**src/rtl/uart_tx_fifo_pkg.sv**
```systemverilog
`default_nettype none
// ============================================================================
// Module   : uart_tx_fifo_pkg
// Brief    : Shared UART definitions: transmitter constants and the state
//            encodings of the TX drain FSM.
// Revision : 1.0 - initial release
// ============================================================================
package uart_tx_fifo_pkg;

  // Transmitter character width (one UART frame carries one byte)
  localparam int unsigned c_UART_DATA_BITS = 8;

  // Drain FSM encodings
  localparam int unsigned c_STATE_W = 2;
  typedef logic [c_STATE_W-1:0] state_t;

  localparam state_t c_ST_IDLE      = 2'd0;
  localparam state_t c_ST_LAUNCH    = 2'd1;
  localparam state_t c_ST_WAIT_ACK  = 2'd2;
  localparam state_t c_ST_WAIT_DONE = 2'd3;

  // Width of a counter able to hold 0..depth inclusive
  function automatic int unsigned f_cnt_width(input int unsigned depth);
    return $clog2(depth) + 1;
  endfunction

endpackage
`default_nettype wire

```
**src/rtl/uart_tx_fifo_if.sv**
```systemverilog
`default_nettype none
// ============================================================================
// Module   : uart_tx_fifo_if
// Brief    : Host / transmitter handshake bundle for uart_tx_fifo. The master
//            side drives pushes, the sticky-clear and transmitter busy; the
//            slave side (the FIFO block) drives launch, data and status.
// Revision : 1.0 - initial release
// ============================================================================
interface uart_tx_fifo_if
  import uart_tx_fifo_pkg::*;
#(
  parameter int unsigned DEPTH = 16
) ();

  localparam int unsigned c_CW = f_cnt_width(DEPTH);

  logic                        i_wr_en;
  logic [c_UART_DATA_BITS-1:0] i_wr_data;
  logic                        i_ovf_clr;
  logic                        i_tx_busy;
  logic                        o_tx_start;
  logic [c_UART_DATA_BITS-1:0] o_tx_data;
  logic                        o_full;
  logic                        o_empty;
  logic [c_CW-1:0]             o_count;
  logic                        o_overflow;
  logic                        o_ack_err;

  modport master (
    output i_wr_en, i_wr_data, i_ovf_clr, i_tx_busy,
    input  o_tx_start, o_tx_data, o_full, o_empty, o_count, o_overflow, o_ack_err
  );

  modport slave (
    input  i_wr_en, i_wr_data, i_ovf_clr, i_tx_busy,
    output o_tx_start, o_tx_data, o_full, o_empty, o_count, o_overflow, o_ack_err
  );

endinterface
`default_nettype wire

```
**src/rtl/uart_tx_fifo_fifo_sync.sv**
```systemverilog
`default_nettype none
// ============================================================================
// Module   : fifo_sync
// Brief    : Single-clock FIFO with registered count/full/empty. The head
//            entry is visible combinationally on o_rd_data. A push while full
//            is still accepted when a pop happens on the same edge.
// Revision : 1.0 - initial release
// ============================================================================
module fifo_sync #(
  parameter int unsigned DEPTH = 16,
  parameter int unsigned WIDTH = 8
) (
  input  logic                     i_clk,
  input  logic                     i_rst_n,
  input  logic                     i_wr_en,
  input  logic [WIDTH-1:0]         i_wr_data,
  input  logic                     i_rd_en,
  output logic [WIDTH-1:0]         o_rd_data,
  output logic                     o_full,
  output logic                     o_empty,
  output logic [$clog2(DEPTH):0]   o_count,
  output logic                     o_wr_drop
);

  localparam int unsigned AW = $clog2(DEPTH);
  localparam int unsigned CW = AW + 1;

  localparam logic [AW-1:0] c_PTR_ONE  = AW'(1);
  localparam logic [CW-1:0] c_CNT_ONE  = CW'(1);
  localparam logic [CW-1:0] c_CNT_FULL = CW'(DEPTH);

  logic [WIDTH-1:0] r_mem [DEPTH];
  logic [AW-1:0]    r_wr_ptr;
  logic [AW-1:0]    r_rd_ptr;
  logic [CW-1:0]    r_count;
  logic [CW-1:0]    w_count_nxt;
  logic             r_full;
  logic             r_empty;
  logic             w_do_rd;
  logic             w_do_wr;

  // A pop frees a slot on the same edge, so a full FIFO can still take a push
  assign w_do_rd   = i_rd_en && !r_empty;
  assign w_do_wr   = i_wr_en && (!r_full || w_do_rd);
  assign o_wr_drop = i_wr_en && !w_do_wr;

  assign o_rd_data = r_mem[r_rd_ptr];
  assign o_full    = r_full;
  assign o_empty   = r_empty;
  assign o_count   = r_count;

  // Occupancy after this edge
  always_comb begin
    w_count_nxt = r_count;
    if (w_do_wr && !w_do_rd) begin
      w_count_nxt = r_count + c_CNT_ONE;
    end else if (!w_do_wr && w_do_rd) begin
      w_count_nxt = r_count - c_CNT_ONE;
    end
  end

  // Storage write; contents are left unreset
  always_ff @(posedge i_clk) begin
    if (w_do_wr) begin
      r_mem[r_wr_ptr] <= i_wr_data;
    end
  end

  // Pointers, count and flags; flags track the updated count on the same edge
  always_ff @(posedge i_clk or negedge i_rst_n) begin
    if (!i_rst_n) begin
      r_wr_ptr <= '0;
      r_rd_ptr <= '0;
      r_count  <= '0;
      r_full   <= 1'b0;
      r_empty  <= 1'b1;
    end else begin
      if (w_do_wr) begin
        r_wr_ptr <= r_wr_ptr + c_PTR_ONE;
      end
      if (w_do_rd) begin
        r_rd_ptr <= r_rd_ptr + c_PTR_ONE;
      end
      r_count <= w_count_nxt;
      r_full  <= (w_count_nxt == c_CNT_FULL);
      r_empty <= (w_count_nxt == '0);
    end
  end

endmodule
`default_nettype wire

```
**src/rtl/uart_tx_fifo.sv**
```systemverilog
`default_nettype none
// ============================================================================
// Module   : uart_tx_fifo
// Brief    : Byte FIFO in front of a UART transmitter. A drain FSM launches
//            one byte per start pulse, waits for the transmitter to go busy
//            (with a timeout) and then for it to go idle again.
// Revision : 1.0 - initial release
// ============================================================================
module uart_tx_fifo
  import uart_tx_fifo_pkg::*;
#(
  parameter int unsigned DEPTH       = 16,
  parameter int unsigned ACK_TIMEOUT = 15
) (
  input  logic          i_clk,
  input  logic          i_rst_n,
  uart_tx_fifo_if.slave bus
);

  localparam int unsigned CW = f_cnt_width(DEPTH);
  localparam int unsigned TW = $clog2(ACK_TIMEOUT + 1);

  localparam logic [TW-1:0] c_TMR_ONE  = TW'(1);
  localparam logic [TW-1:0] c_TMO_LAST = TW'(ACK_TIMEOUT - 1);

  state_t                      r_state;
  state_t                      w_state_nxt;
  logic [TW-1:0]               r_timer;
  logic [c_UART_DATA_BITS-1:0] r_tx_data;
  logic                        r_overflow;
  logic                        r_ack_err;
  logic                        w_ack_tmo;
  logic                        w_pop;

  logic [c_UART_DATA_BITS-1:0] w_fifo_rd_data;
  logic                        w_fifo_full;
  logic                        w_fifo_empty;
  logic [CW-1:0]               w_fifo_count;
  logic                        w_fifo_drop;

  // The only read-pointer advance is the edge that ends LAUNCH
  assign w_pop = (r_state == c_ST_LAUNCH);

  fifo_sync #(
    .DEPTH (DEPTH),
    .WIDTH (c_UART_DATA_BITS)
  ) u_fifo (
    .i_clk     (i_clk),
    .i_rst_n   (i_rst_n),
    .i_wr_en   (bus.i_wr_en),
    .i_wr_data (bus.i_wr_data),
    .i_rd_en   (w_pop),
    .o_rd_data (w_fifo_rd_data),
    .o_full    (w_fifo_full),
    .o_empty   (w_fifo_empty),
    .o_count   (w_fifo_count),
    .o_wr_drop (w_fifo_drop)
  );

  // Drain FSM next-state and ack-timeout detection
  always_comb begin
    w_state_nxt = r_state;
    w_ack_tmo   = 1'b0;
    case (r_state)
      c_ST_IDLE: begin
        if (!w_fifo_empty && !bus.i_tx_busy) begin
          w_state_nxt = c_ST_LAUNCH;
        end
      end
      c_ST_LAUNCH: begin
        w_state_nxt = c_ST_WAIT_ACK;
      end
      c_ST_WAIT_ACK: begin
        if (bus.i_tx_busy) begin
          w_state_nxt = c_ST_WAIT_DONE;
        end else if (r_timer == c_TMO_LAST) begin
          w_state_nxt = c_ST_IDLE;
          w_ack_tmo   = 1'b1;
        end
      end
      c_ST_WAIT_DONE: begin
        if (!bus.i_tx_busy) begin
          w_state_nxt = c_ST_IDLE;
        end
      end
      default: begin
        w_state_nxt = c_ST_IDLE;
      end
    endcase
  end

  // State, ack timer and launch data; the head byte is captured on entry to
  // LAUNCH so it is already stable when the transmitter samples the pulse
  always_ff @(posedge i_clk or negedge i_rst_n) begin
    if (!i_rst_n) begin
      r_state   <= c_ST_IDLE;
      r_timer   <= '0;
      r_tx_data <= '0;
    end else begin
      r_state <= w_state_nxt;
      if (r_state == c_ST_WAIT_ACK && !bus.i_tx_busy && !w_ack_tmo) begin
        r_timer <= r_timer + c_TMR_ONE;
      end else begin
        r_timer <= '0;
      end
      if (r_state == c_ST_IDLE && w_state_nxt == c_ST_LAUNCH) begin
        r_tx_data <= w_fifo_rd_data;
      end
    end
  end

  // Sticky error flags; a set on the same edge as a clear wins
  always_ff @(posedge i_clk or negedge i_rst_n) begin
    if (!i_rst_n) begin
      r_overflow <= 1'b0;
      r_ack_err  <= 1'b0;
    end else begin
      if (w_fifo_drop) begin
        r_overflow <= 1'b1;
      end else if (bus.i_ovf_clr) begin
        r_overflow <= 1'b0;
      end
      if (w_ack_tmo) begin
        r_ack_err <= 1'b1;
      end else if (bus.i_ovf_clr) begin
        r_ack_err <= 1'b0;
      end
    end
  end

  assign bus.o_tx_start = (r_state == c_ST_LAUNCH);
  assign bus.o_tx_data  = r_tx_data;
  assign bus.o_full     = w_fifo_full;
  assign bus.o_empty    = w_fifo_empty;
  assign bus.o_count    = w_fifo_count;
  assign bus.o_overflow = r_overflow;
  assign bus.o_ack_err  = r_ack_err;

endmodule
`default_nettype wire

```
**src/flat_wrapper.sv**
```systemverilog
// flat-port wrapper written by rule: the top's interface ports become plain ports
module uart_tx_fifo_flat import uart_tx_fifo_pkg::*;
#(
  parameter int unsigned DEPTH       = 16,
  parameter int unsigned ACK_TIMEOUT = 15
)
  (i_clk, i_rst_n, bus_i_wr_en, bus_i_wr_data, bus_i_ovf_clr, bus_i_tx_busy, bus_o_tx_start, bus_o_tx_data, bus_o_full, bus_o_empty, bus_o_count, bus_o_overflow, bus_o_ack_err);
  uart_tx_fifo_if #(.DEPTH(DEPTH)) bus_i ();
  input  logic i_clk;
  input  logic i_rst_n;
  input wire logic [$bits(bus_i.i_wr_en)-1:0] bus_i_wr_en;
  input wire logic [$bits(bus_i.i_wr_data)-1:0] bus_i_wr_data;
  input wire logic [$bits(bus_i.i_ovf_clr)-1:0] bus_i_ovf_clr;
  input wire logic [$bits(bus_i.i_tx_busy)-1:0] bus_i_tx_busy;
  output wire logic [$bits(bus_i.o_tx_start)-1:0] bus_o_tx_start;
  output wire logic [$bits(bus_i.o_tx_data)-1:0] bus_o_tx_data;
  output wire logic [$bits(bus_i.o_full)-1:0] bus_o_full;
  output wire logic [$bits(bus_i.o_empty)-1:0] bus_o_empty;
  output wire logic [$bits(bus_i.o_count)-1:0] bus_o_count;
  output wire logic [$bits(bus_i.o_overflow)-1:0] bus_o_overflow;
  output wire logic [$bits(bus_i.o_ack_err)-1:0] bus_o_ack_err;
  assign bus_i.i_wr_en = bus_i_wr_en;
  assign bus_i.i_wr_data = bus_i_wr_data;
  assign bus_i.i_ovf_clr = bus_i_ovf_clr;
  assign bus_i.i_tx_busy = bus_i_tx_busy;
  assign bus_o_tx_start = bus_i.o_tx_start;
  assign bus_o_tx_data = bus_i.o_tx_data;
  assign bus_o_full = bus_i.o_full;
  assign bus_o_empty = bus_i.o_empty;
  assign bus_o_count = bus_i.o_count;
  assign bus_o_overflow = bus_i.o_overflow;
  assign bus_o_ack_err = bus_i.o_ack_err;
  uart_tx_fifo #(.DEPTH(DEPTH), .ACK_TIMEOUT(ACK_TIMEOUT)) u_core (.i_clk(i_clk), .i_rst_n(i_rst_n), .bus(bus_i));
endmodule
```
**config.mk**
```make
export PLATFORM = sky130hd
export DESIGN_NAME = uart_tx_fifo_flat
export DESIGN_NICKNAME = d
export VERILOG_FILES = /design/src/rtl/uart_tx_fifo_pkg.sv /design/src/rtl/uart_tx_fifo_if.sv /design/src/rtl/uart_tx_fifo_fifo_sync.sv /design/src/rtl/uart_tx_fifo.sv /design/src/flat_wrapper.sv
export SDC_FILE = /design/constraint.sdc
export NUM_CORES = 1
export LEC_CHECK = 0
export BUFFER_PORTS_ARGS = -buffer_cell sky130_fd_sc_hd__buf_4
export CAP_MARGIN = 20
export CORE_MARGIN = 4
export CORE_UTILIZATION = 59
export CTS_CLUSTER_DIAMETER = 80
export DETAILED_ROUTE_END_ITERATION = 8
export GPL_TIMING_DRIVEN = 0
export MAX_ROUTING_LAYER = met4
export PLACE_DENSITY = 0.84
export SLEW_MARGIN = 25
export SYNTH_ARGS = -nofsm -noshare
export SYNTH_HDL_FRONTEND = slang
export SYNTH_HIERARCHICAL = 1
export SYNTH_SLANG_ARGS = --single-unit
```
**constraint.sdc**
```tcl
create_clock -name i_clk -period 5.6 [get_ports i_clk]
set_clock_uncertainty 0.15 [all_clocks]
set_input_delay 0.28 -clock i_clk [delete_from_list [all_inputs] [get_ports i_clk]]
set_output_delay 0.28 -clock i_clk [all_outputs]
set_load 0.05 [all_outputs]
```
==> summary.txt, run 1 <==
Route
  – DR WL met2: 6.86 mm
  – Routed wl met3: 636 um
  – Drt first pass iters: 4
  – Final wirelength: 12.9 mm
  – WL/cell: 24.4 um
  – Met1 WL: 5.14 mm
  – Routed Antenna Nets: 0
  – Routed vias: 3235
  – DRT iter0 DRCs: 257
  – DRC errors left: 0
  – Vias per inst: 6.09
  – Highest metal used: met4

Clocking
  – Setup bufs post-CTS: 0
  – H-tree depth: 4
  – Clock sink total: 159
  – Clk root buf: clkbuf_8
  – Clock Latency Late Sink: 0.52 ns
  – TritonCTS clock tree: yes
  – Clock Tree Buf Depth: 2
  – Hold Buf Count CTS: 12
  – Post-CTS resize count: 0
  – TritonCTS Buffers: 17
  – CTS clock-pin slew for the worst setup and hold paths: 0.07 ns

Finish
  – Fillers: 566
  – Multi-input logic area: 1740 sq um
  – FF/Latch Area: 4620 sq um
  – Leading cell type in the layout, fill and taps excluded: edfxtp_1
  – Ant. Diodes: 0
  – Most frequent cells in the layout: edfxtp_1, buf_4, dfrtp_1, mux4_1, nor2_1
  – Final net count: 404
  – Layout area overhead: 17.4%
  – Fraction of layout cells with a size suffix above 1: 0.235

Worst setup path
  – Setup CP Type: flip-flop to flip-flop
  – Worst stage delay on the critical path: 0.78 ns
  – Worst path cell trace: and2b_2 -> nand2b_1 -> buf_2 -> a21boi_2 -> nand2_1 -> nor2_1
  – Worst path required time: 5.59 ns
  – Worst setup SP type: flip-flop
  – Crit-path max FO: 8
  – FF-to-FF setup slack: 2.71 ns
  – Slowest CP cell: nor2_1
  – Arr. time, crit path: 2.88 ns
  – Buf/Inv on CP: 1
  – Crit. End Element: flip-flop
  – Largest delay share family, worst path: simple AND/OR/NAND/NOR gates

Global routing
  – Initial antenna violation count: 0
  – Vias in the first global route: 3495
  – Pin count of the biggest net entering global routing: 32
  – Remaining Overflow, GRT: 0
  – Global-route wire length before repair: 20.6 mm
  – GRT Util Overall: 0.232

Synthesis
  – Mapped Nets: 343
  – Cells after Synth: 321
  – Avg Inst Size Synth: 20.1 sq um
  – Seq/Total Area, Yosys: 0.716
  – Yosys warns: 6
  – Netlist cell types: 37
  – Register bit total from synthesis: 159
  – Synth Cell Area: 6450 sq um

STA
  – Setup violators final: 0
  – Final min period: 2.89 ns
  – Slew @ Worst Pin: 0.977 ns
  – Setup TNS Final: 0 ns
  – Final Cycle Share: 0.516
  – Pins over their slew limit: 0
  – Post-route setup slack: 2.71 ns
  – RSZ-0062 raised after global routing: no
  – Fmax: 346 MHz
  – Final Hold Viols: 0
  – Slew margin rel.: 0.346

Min path
  – Worst Hold Class: input port to asynchronous set/reset pin

Power
  – PD cells: 536 nW/um^2
  – Max VDD drop: 0.345 mV
  – P_leak: 2.73 nW

Die
  – Die height: 113 um
  – # IOs: 31
  – Row cnt: 37
  – CORE AREA: 10500 sq um
  – Die Span X: 113 um
  – Initial Util: 0.614
  – Die ar.: 12700 sq um

Run status
  – Status: complete, no violations

Place
  – Final Wtd Congestion: 0.778
  – Place WS: 2.71 ns
  – Detailed Place HPWL: 7.94 mm
  – Port buffer count: 30

Flow run
  – Max Cap Viol: 0
## worst reg2reg max path, stage by stage (launching register included)
cell and delay, ns:
dfrtp_1 0.45, and2b_2 0.29, nand2b_1 0.06, buf_2 0.17
a21boi_2 0.39, nand2_1 0.22, nor2_1 0.78
## sequential cells by signal (all words and copies together) (netlist names)
signal                  cells
u_core/bus.o_tx_data        8
u_core/bus.o_ack_err        1
u_core/u_fifo/o_full        1
u_core/r_state              2
u_core/bus.o_overflow       1
u_core/u_fifo/r_rd_ptr      4
u_core/u_fifo/o_empty       1
u_core/u_fifo/r_mem       128
u_core/u_fifo/o_count       5
u_core/u_fifo/r_wr_ptr      4
u_core/r_timer              4
## where the power goes
| part | total (W) | switching (W) | internal [W] | leakage, nW |
|---|---|---|---|---|
| Sequential | 0.00159 | 0.000109 | 0.00148 | 1.54 |
| Combinational | 0.00133 | 0.000766 | 0.000565 | 0.906 |
| Clock | 0.00114 | 0.000493 | 0.000650 | 0.287 |
## cells in the mapped netlist
cell       count  share of area
edfxtp_1     128           0.60
dfrtp_1       30           0.12
mux4_1        30           0.12
nor2_1        19          0.011
nand2_1       14         0.0081
mux4_2        10          0.035
xnor2_1       10          0.014
ha_1           9          0.017
mux2_2         8          0.014
clkbuf_1       7         0.0041
inv_1          7         0.0041
nor3_1         6         0.0047
nand3_1        5         0.0039
nand2b_1       4         0.0039
o21ai_0        4         0.0031
buf_6          3         0.0052
a31oi_1        2         0.0019
nand4_1        2         0.0019
nor2b_1        2         0.0019
nor3b_1        2         0.0023
o211ai_1       2         0.0023
xor2_1         2         0.0027
a21boi_2       1         0.0017
a21o_1         1         0.0012
a21o_2         1         0.0014
a21oi_1        1        0.00078
a2bb2oi_1      1         0.0014
and2b_2        1         0.0014
and3_1         1        0.00097
buf_1          1        0.00058
buf_2          1        0.00078
buf_8          1         0.0023
dfstp_2        1         0.0041
nand4bb_1      1         0.0017
nor4_4         1         0.0033
nor4bb_1       1         0.0016
o2bb2ai_1      1         0.0014
## final timing paths
| check | start | endpoint | cells past startpoint |
|---|---|---|---|
| max | u_core/r_state[1] | u_core/u_fifo/r_mem[10][2] | 6 |
| min | i_rst_n | u_core/u_fifo/o_count[4] | 2 |
| max reg2reg | u_core/r_state[1] | u_core/u_fifo/r_mem[10][2] | 6 |
| min reg2reg | u_core/bus.o_overflow | u_core/bus.o_overflow | 1 |
| max in group asynchronous | i_rst_n | u_core/u_fifo/o_empty | 2 |
| min in group i_clk | u_core/bus.o_overflow | u_core/bus.o_overflow | 1 |
## layer usage
metal | GRT usage | up-vias
met5 | - | -
met4 | 0.0761 | 0
met3 | 0.0523 | 19
met2 | 0.378 | 99
met1 | 0.292 | 1694
li1 | - | 1423
## stage by stage
stage	cells	total power (W)	instance area, sq um	utilization	hold slack, ns
after floorplan	321	0.00252	6450	-	-0.166
after global placement	487	0.00284	6850	0.652	0.0931
after detailed placement	487	0.00291	6870	0.653	0.100
after CTS	531	0.00409	7580	0.721	0.0857
after global routing	531	0.00425	7580	0.721	0.118
final	531	0.00406	7580	0.721	0.0881
## area by class of cell
cell class / count / area share
buffer: 13 / 0.0111
clock buffer: 17 / 0.0547
clock inverter: 15 / 0.0231
inverter: 7 / 0.00347
multi-input combinational: 142 / 0.230
sequential: 159 / 0.610
tap: 136 / 0.0225
timing repair buffer: 42 / 0.0456
## cell families (layout without fill, tap and decap cells)
kind of cell / after synthesis / after routing / synth area share
and+or+nand+nor: 59 / 59 / 0.0467
xor gates and xnor gates: 12 / 12 / 0.0163
DFF: 159 / 159 / 0.716
AOI/OAI and AO/OA: 14 / 14 / 0.0151
buffers and inverters: 20 / 94 / 0.0171
adders and majority gates: 9 / 9 / 0.0175
muxes: 48 / 48 / 0.171
Power figures use the tool's default switching activity.
==> run 2: changes to the inputs <==
--- a/config.mk
+++ b/config.mk
@@ -5,15 +5,16 @@
 export SDC_FILE = /design/constraint.sdc
 export NUM_CORES = 1
 export LEC_CHECK = 0
+export ABC_AREA = 1
 export BUFFER_PORTS_ARGS = -buffer_cell sky130_fd_sc_hd__buf_4
 export CAP_MARGIN = 20
 export CORE_MARGIN = 4
-export CORE_UTILIZATION = 59
+export CORE_UTILIZATION = 55
 export CTS_CLUSTER_DIAMETER = 80
 export DETAILED_ROUTE_END_ITERATION = 8
 export GPL_TIMING_DRIVEN = 0
 export MAX_ROUTING_LAYER = met4
-export PLACE_DENSITY = 0.84
+export PLACE_DENSITY = 0.82
 export SLEW_MARGIN = 25
 export SYNTH_ARGS = -nofsm -noshare
 export SYNTH_HDL_FRONTEND = slang
==> constraint.sdc (replaced) <==
create_clock -name i_clk -period 2.6 [get_ports i_clk]
set_clock_uncertainty 0.15 [all_clocks]
set_input_delay 0.13 -clock i_clk [delete_from_list [all_inputs] [get_ports i_clk]]
set_output_delay 0.13 -clock i_clk [all_outputs]
set_load 0.05 [all_outputs]
==> run 2 against run 1 <==
The flow now finishes with violations (setup timing). Global-route usage is 2.6 points higher. Highest routed layer unchanged. Combinational power grew to 2.8 times the previous value. Largest cell class unchanged. Wire length is 35% higher. Count of clock-buffer cells in the layout is 1 higher. Power is 140% higher. Final area is 4.8% higher. Critical path depth is 2 higher.
==> summary.txt, run 2 <==
Power
  – P_leak: 2.99 nW
  – Total power: 0.00964 W
  – PD cells: 1210 nW/um^2
  – Max VDD drop: 0.672 mV

Route
  – Routed wl met3: 1.60 mm
  – Final wirelength: 17.4 mm
  – DRC errors left: 0
  – WL/cell: 21.8 um
  – Met1 WL: 6.34 mm
  – DRT iter0 DRCs: 578
  – Highest metal used: met4
  – DR WL met2: 8.77 mm
  – Drt first pass iters: 7
  – Routed vias: 4879
  – Vias per inst: 6.10
  – Routed Antenna Nets: 0

Global routing
  – Global-route wire length before repair: 26.3 mm
  – Initial antenna violation count: 0
  – Vias in the first global route: 4808
  – Pin count of the biggest net entering global routing: 32
  – GRT Util Overall: 0.258
  – Remaining Overflow, GRT: 0

Finish
  – Fraction of layout cells with a size suffix above 1: 0.167
  – Leading cell type in the layout, fill and taps excluded: edfxtp_1
  – Fillers: 813
  – Max reg flops: 128
  – Top reg by flops: u_core/u_fifo/r_mem
  – Layout area overhead: 18.6%
  – Final net count: 663
  – Ant. Diodes: 0
  – Non-filler instance count after layout: 800
  – Fin util: 0.664
  – Most frequent cells in the layout: edfxtp_1, nor2_1, nand2_1, o21ai_0, nand3_1

Run status
  – Violated checks: setup timing
  – Status: complete, but fails checks

Synthesis
  – Top cells by area, synth: edfxtp_1, dfrtp_1, nor2_1
  – Ys flop type: edfxtp_1
  – Synth top cells by count: edfxtp_1, nor2_1, nand2_1
  – Cells after Synth: 577
  – Seq/Total Area, Yosys: 0.690
  – Post-synth ARST share: 0.195
  – Mapped Nets: 599
  – Avg Inst Size Synth: 11.6 sq um
  – Register bit total from synthesis: 159
  – Post-synth top area share: 0.574
  – Netlist cell types: 29
  – Yosys warns: 6
  – Most instantiated library cell after synthesis: edfxtp_1
  – Synth Cell Area: 6690 sq um
  – Post-synth EDFFs: 128
  – Synth area leader: edfxtp_1

Clocking
  – Clock sink total: 159
  – H-tree depth: 4
  – Setup bufs post-CTS: 0
  – Clock Latency Late Sink: 0.41 ns
  – Clk root buf: clkbuf_16
  – TritonCTS clock tree: yes
  – CTS clock-pin slew for the worst setup and hold paths: 0.06 ns
  – Clock Tree Buf Depth: 2
  – TritonCTS Buffers: 17

Die
  – Row cnt: 40
  – Initial Util: 0.560
  – CORE AREA: 12000 sq um
  – Die Span X: 118 um
  – Die height: 118 um
  – Die ar.: 14000 sq um
  – # IOs: 31

Worst setup path
  – FF-to-FF setup slack: -0.02 ns
  – Worst path required time: 2.49 ns
  – Critical register-to-register path startpoint: u_core/r_state[0]
  – Worst Reg2Reg Path Length in Cells: 8
  – Arr. time, crit path: 2.52 ns
  – Crit-path max FO: 8
  – Crit. End Element: flip-flop
  – Worst r2r dst: u_core/u_fifo/r_mem[5][1]
  – Setup CP Type: flip-flop to flip-flop
  – Worst setup SP type: flip-flop

STA
  – Setup TNS Final: -0.134 ns
  – Final Cycle Share: 1.01
  – Slew margin rel.: 0.554
  – Pins over their slew limit: 0
  – Final min period: 2.62 ns
  – RSZ-0062 raised after global routing: yes
  – Final hold slack: 0.0709 ns
  – Fmax: 382 MHz
  – Setup violators final: 8
  – Post-route setup slack: -0.0212 ns
  – Slew @ Worst Pin: 0.669 ns
  – Final Hold Viols: 0

Place
  – Detailed Place HPWL: 10.8 mm
  – Dpl cells: 754
  – Port buffer count: 30
  – Final Wtd Congestion: 0.938

Flow run
  – Max Cap Viol: 0

Min path
  – Worst Hold Class: input port to asynchronous set/reset pin
run 2: cell types whose count changed after synthesis, moves of 10 or more:
| cell | change |
|---|---|
| buf_2 | +12 |
| inv_1 | +20 |
| mux4_1 | -30 |
| mux4_2 | -10 |
| nand2_1 | +54 |
| nand3_1 | +30 |
| nor2_1 | +101 |
| o211ai_1 | +30 |
| o21ai_0 | +55 |
| o21ai_1 | +10 |
run 2: cell families (layout without fill, tap and decap cells):
| group | after synthesis | in the layout | share of synthesized area |
|---|---|---|---|
| compound gates | 105 | 105 | 0.0909 |
| flops | 159 | 159 | 0.690 |
| buf+inv | 56 | 132 | 0.0372 |
| simple gates | 240 | 240 | 0.154 |
| xor+xnor | 8 | 8 | 0.0105 |
| fa+ha+maj | 9 | 9 | 0.0168 |
run 2: layout make-up:
| class | instances | area [sq um] | area share |
|---|---|---|---|
| inverter | 32 | 120 | 0.0151 |
| tap | 147 | 184 | 0.0232 |
| buffer | 24 | 129 | 0.0162 |
| multi-input combinational | 362 | 1910 | 0.241 |
| clock buffer | 18 | 429 | 0.0540 |
| timing repair buffer | 45 | 375 | 0.0473 |
| clock inverter | 13 | 171 | 0.0216 |
| sequential | 159 | 4620 | 0.582 |
run 2: metal layers:
layer | GRT usage | vias to the layer above
met3 | 0.0526 | 61
met5 | - | -
met2 | 0.426 | 307
met4 | 0.116 | 0
met1 | 0.309 | 2362
li1 | - | 2149
run 2: power by group:
group	leakage, nW	switching, W	internal, W
Sequential	1.54	0.000260	0.00316
Combinational	1.16	0.00266	0.00103
Clock	0.289	0.000943	0.00159
Total	2.99	0.00386	0.00578
run 2: worst max-delay path by stage:
stage,startpoint,end,cells past startpoint
6_report,u_core/r_state[0],u_core/u_fifo/r_mem[5][1],8
5_1_grt,u_core/r_state[0],u_core/u_fifo/r_mem[15][1],8
4_1_cts,u_core/r_state[0],u_core/u_fifo/r_mem[8][5],8
3_5_place_dp,u_core/r_state[0],u_core/u_fifo/r_mem[13][2],8
3_3_place_gp,u_core/r_state[0],u_core/u_fifo/r_mem[13][4],8
2_1_floorplan,u_core/r_state[0],u_core/u_fifo/r_mem[11][0],8
run 2: what timing repair did:
action                                 in CTS  in global routing
endpoints found under the hold margin     177                  0
hold buffers                               15                  0
setup endpoints to repair                 128                113
gates resized for setup                    15                 10
run 2: critical path, cell delays in order (launching register included):
cell and delay, ns:
dfrtp_1 0.48, inv_1 0.09, nor2_2 0.24, nand2_4 0.12, nand2_1 0.10, nand2_1 0.10
inv_1 0.17, nand2_1 0.22, nor2_2 0.58
run 2: per-stage QoR:
step | instance area [sq um] | worst slack [ns]
floorplan | 6700 | 0.0709
global placement | 7100 | -0.113
detailed placement | 7100 | -0.279
CTS | 7900 | -0.101
global route | 7940 | -0.156
finish | 7940 | -0.0212
==> run 3: changes to the inputs <==
--- a/config.mk
+++ b/config.mk
@@ -6,12 +6,12 @@
 export NUM_CORES = 1
 export LEC_CHECK = 0
 export ABC_AREA = 1
-export BUFFER_PORTS_ARGS = -buffer_cell sky130_fd_sc_hd__buf_4
 export CAP_MARGIN = 20
 export CORE_MARGIN = 4
-export CORE_UTILIZATION = 55
+export CORE_UTILIZATION = 57
 export CTS_CLUSTER_DIAMETER = 80
 export DETAILED_ROUTE_END_ITERATION = 8
+export DONT_BUFFER_PORTS = 1
 export GPL_TIMING_DRIVEN = 0
 export MAX_ROUTING_LAYER = met4
 export PLACE_DENSITY = 0.82
==> run 3 against run 2 <==
The run still ends with setup timing left. Power rose by 3.3%. Via count up 5.6%. Clock power rose by 6%. First-iteration DRC count rose by 22%. Maximum frequency is 3.1% lower. Critical path depth is the same. Critical endpoint is now u_core/u_fifo/r_mem[12][1].
==> summary.txt, run 3 (synthesis results as in run 2) <==
Flow run
  – Max Cap Viol: 0

Finish
  – Most frequent cells in the layout: edfxtp_1, nor2_1, nand2_1, o21ai_0, nand3_1
  – FF/Latch Area: 4620 sq um
  – Ant. Diodes: 0
  – Max reg flops: 128
  – Fraction of layout cells with a size suffix above 1: 0.152
  – Fillers: 654
  – Leading cell type in the layout, fill and taps excluded: edfxtp_1
  – Multi-input logic area: 1950 sq um
  – Layout area overhead: 20.5%
  – Top reg by flops: u_core/u_fifo/r_mem
  – Non-filler instance count after layout: 789
  – Final net count: 656

Worst setup path
  – Arr. time, crit path: 2.61 ns
  – Worst r2r dst: u_core/u_fifo/r_mem[12][1]
  – FF-to-FF setup slack: -0.10 ns
  – Setup CP Type: flip-flop to flip-flop
  – Crit. path cell count: 8
  – Worst stage delay on the critical path: 0.48 ns
  – Slowest CP cell: nor2_2
  – Critical register-to-register path startpoint: u_core/r_state[0]
  – Worst path cell trace: inv_2 -> nor2_4 -> nand2_4 -> nand2_1 -> nand2_1 -> inv_1 -> nand2_1 -> nor2_2
  – Crit. End Element: flip-flop
  – Crit-path most repeated cell: nand2_1
  – Buf/Inv on CP: 2
  – Crit path from: u_core/r_state[0]
  – Worst setup SP type: flip-flop
  – Worst path required time: 2.51 ns
  – Worst setup path end: u_core/u_fifo/r_mem[12][1]
  – Worst Reg2Reg Path Length in Cells: 8
  – Crit-path max FO: 8
  – Largest delay share family, worst path: simple AND/OR/NAND/NOR gates

Route
  – Vias per inst: 6.53
  – Drt first pass iters: 6
  – Routed vias: 5154
  – DRC errors left: 0
  – WL/cell: 23.7 um
  – DRT iter0 DRCs: 703
  – Routed Antenna Nets: 0
  – Final wirelength: 18.7 mm

Min path
  – Min-delay src: bus_i_wr_en
  – Worst Hold Class: input port to flip-flop
  – Hold path cells: 4

Clocking
  – TritonCTS Buffers: 17
  – Clk root buf: clkbuf_16
  – Clock Latency Late Sink: 0.42 ns
  – Clock sink total: 159
  – CTS clock-pin slew for the worst setup and hold paths: 0.06 ns
  – H-tree depth: 4
  – Clock Tree Buf Depth: 2
  – TritonCTS clock tree: yes

Power
  – Register share of total power: 0.385
  – Switching portion of total power: 0.409
  – Max VDD drop: 0.905 mV
  – Switch Pwr: 0.00408 W
  – Internal: 0.00588 W
  – PD cells: 1240 nW/um^2
  – Combinational Power Share: 0.344
  – Total power: 0.00996 W
  – Clk pwr share: 0.270
  – P_leak: 3.00 nW

STA
  – RSZ-0062 raised after global routing: yes
  – Slew margin rel.: 0.406
  – Setup violators final: 48
  – Slew @ Worst Pin: 0.887 ns
  – Post-route setup slack: -0.104 ns
  – Final hold slack: 0.0810 ns
  – Final min period: 2.70 ns
  – Final Cycle Share: 1.04
  – Setup TNS Final: -2.29 ns
  – Fmax: 370 MHz
  – Final Hold Viols: 0
  – Pins over their slew limit: 0

Die
  – Die ar.: 13500 sq um
  – Row cnt: 39
  – # IOs: 31
  – CORE AREA: 11500 sq um
  – Initial Util: 0.584
  – Die Span X: 116 um
  – Die height: 116 um

Global routing
  – Pin count of the biggest net entering global routing: 20
  – Remaining Overflow, GRT: 0
  – Global-route wire length before repair: 26.3 mm
  – Initial antenna violation count: 0
  – GRT Util Overall: 0.277
  – Vias in the first global route: 4819

Run status
  – Violated checks: setup timing
  – Status: complete, but fails checks

Place
  – Port buffer count: 0
  – Dpl cells: 720
  – Detailed Place HPWL: 10.8 mm
  – Final Wtd Congestion: 1.00
  – Place WS: -0.446 ns
run 3: changes by cell type in the layout (fill, tap and decap cells not counted), moves of 3 or more:
cell | previous run | this run
buf_4 | 32 | 11
dlygate4sd3_1 | 15 | 22
buf_12 | 0 | 6
clkinv_2 | 5 | 0
nor2_4 | 13 | 18
clkinv_4 | 0 | 3
nor2_2 | 10 | 7
run 3: cell type report:
type                       count  area share
buffer                        24      0.0160
clock inverter                14      0.0267
sequential                   159       0.573
inverter                      32      0.0149
timing repair buffer          38      0.0521
tap                          143      0.0222
clock buffer                  17      0.0528
multi-input combinational    362       0.242
run 3: timing repair:
item	CTS	global route
hold buffers	24	1
setup buffers	0	14
resized for setup	23	14
setup endpoints to repair	128	132
pin swaps	0	9
hold endpoints to repair	184	1
run 3: worst register-to-register path: cells and delay by family, from the launching register on:
family / cells / cell delay, ns
DFF: 1 / 0.43
and+or+nand+nor: 6 / 1.47
buffers and inverters: 2 / 0.27
run 3: per-layer routing:
layer  vias to the layer above  global-route usage  share of wire
li1                       2134                   -              -
met4                         0               0.124          0.059
met2                       431               0.439           0.48
met3                       110              0.0627           0.12
met1                      2479               0.342           0.34
met5                         -                   -              0
run 3: power groups by stage:
| stage | Clock (W) | Sequential [W] | Combinational, W |
|---|---|---|---|
| finish | 0.00269 | 0.00384 | 0.00343 |
| global route | 0.00282 | 0.00386 | 0.00365 |
| global placement | 0 | 0.00384 | 0.00265 |
| detailed placement | 0 | 0.00386 | 0.00279 |
| CTS | 0.00268 | 0.00381 | 0.00306 |
| floorplan | 0 | 0.00377 | 0.00197 |
run 3: how the worst min path moves through the flow:
stage | end | slack [ns]
after floorplan | u_core/bus.o_ack_err | -0.32
after detailed placement | u_core/r_timer[1] | -0.32
final | u_core/u_fifo/r_wr_ptr[3] | 0.08
after CTS | u_core/u_fifo/r_wr_ptr[3] | 0.004
after global placement | u_core/r_timer[1] | -0.31
after global routing | u_core/u_fifo/r_wr_ptr[3] | 0.10
run 3: through the flow:
stage	instance area, sq um	utilization
2_1_floorplan	6700	-
3_3_place_gp	6870	0.599
3_5_place_dp	6870	0.599
4_1_cts	7840	0.684
5_1_grt	8060	0.703
6_report	8060	0.703
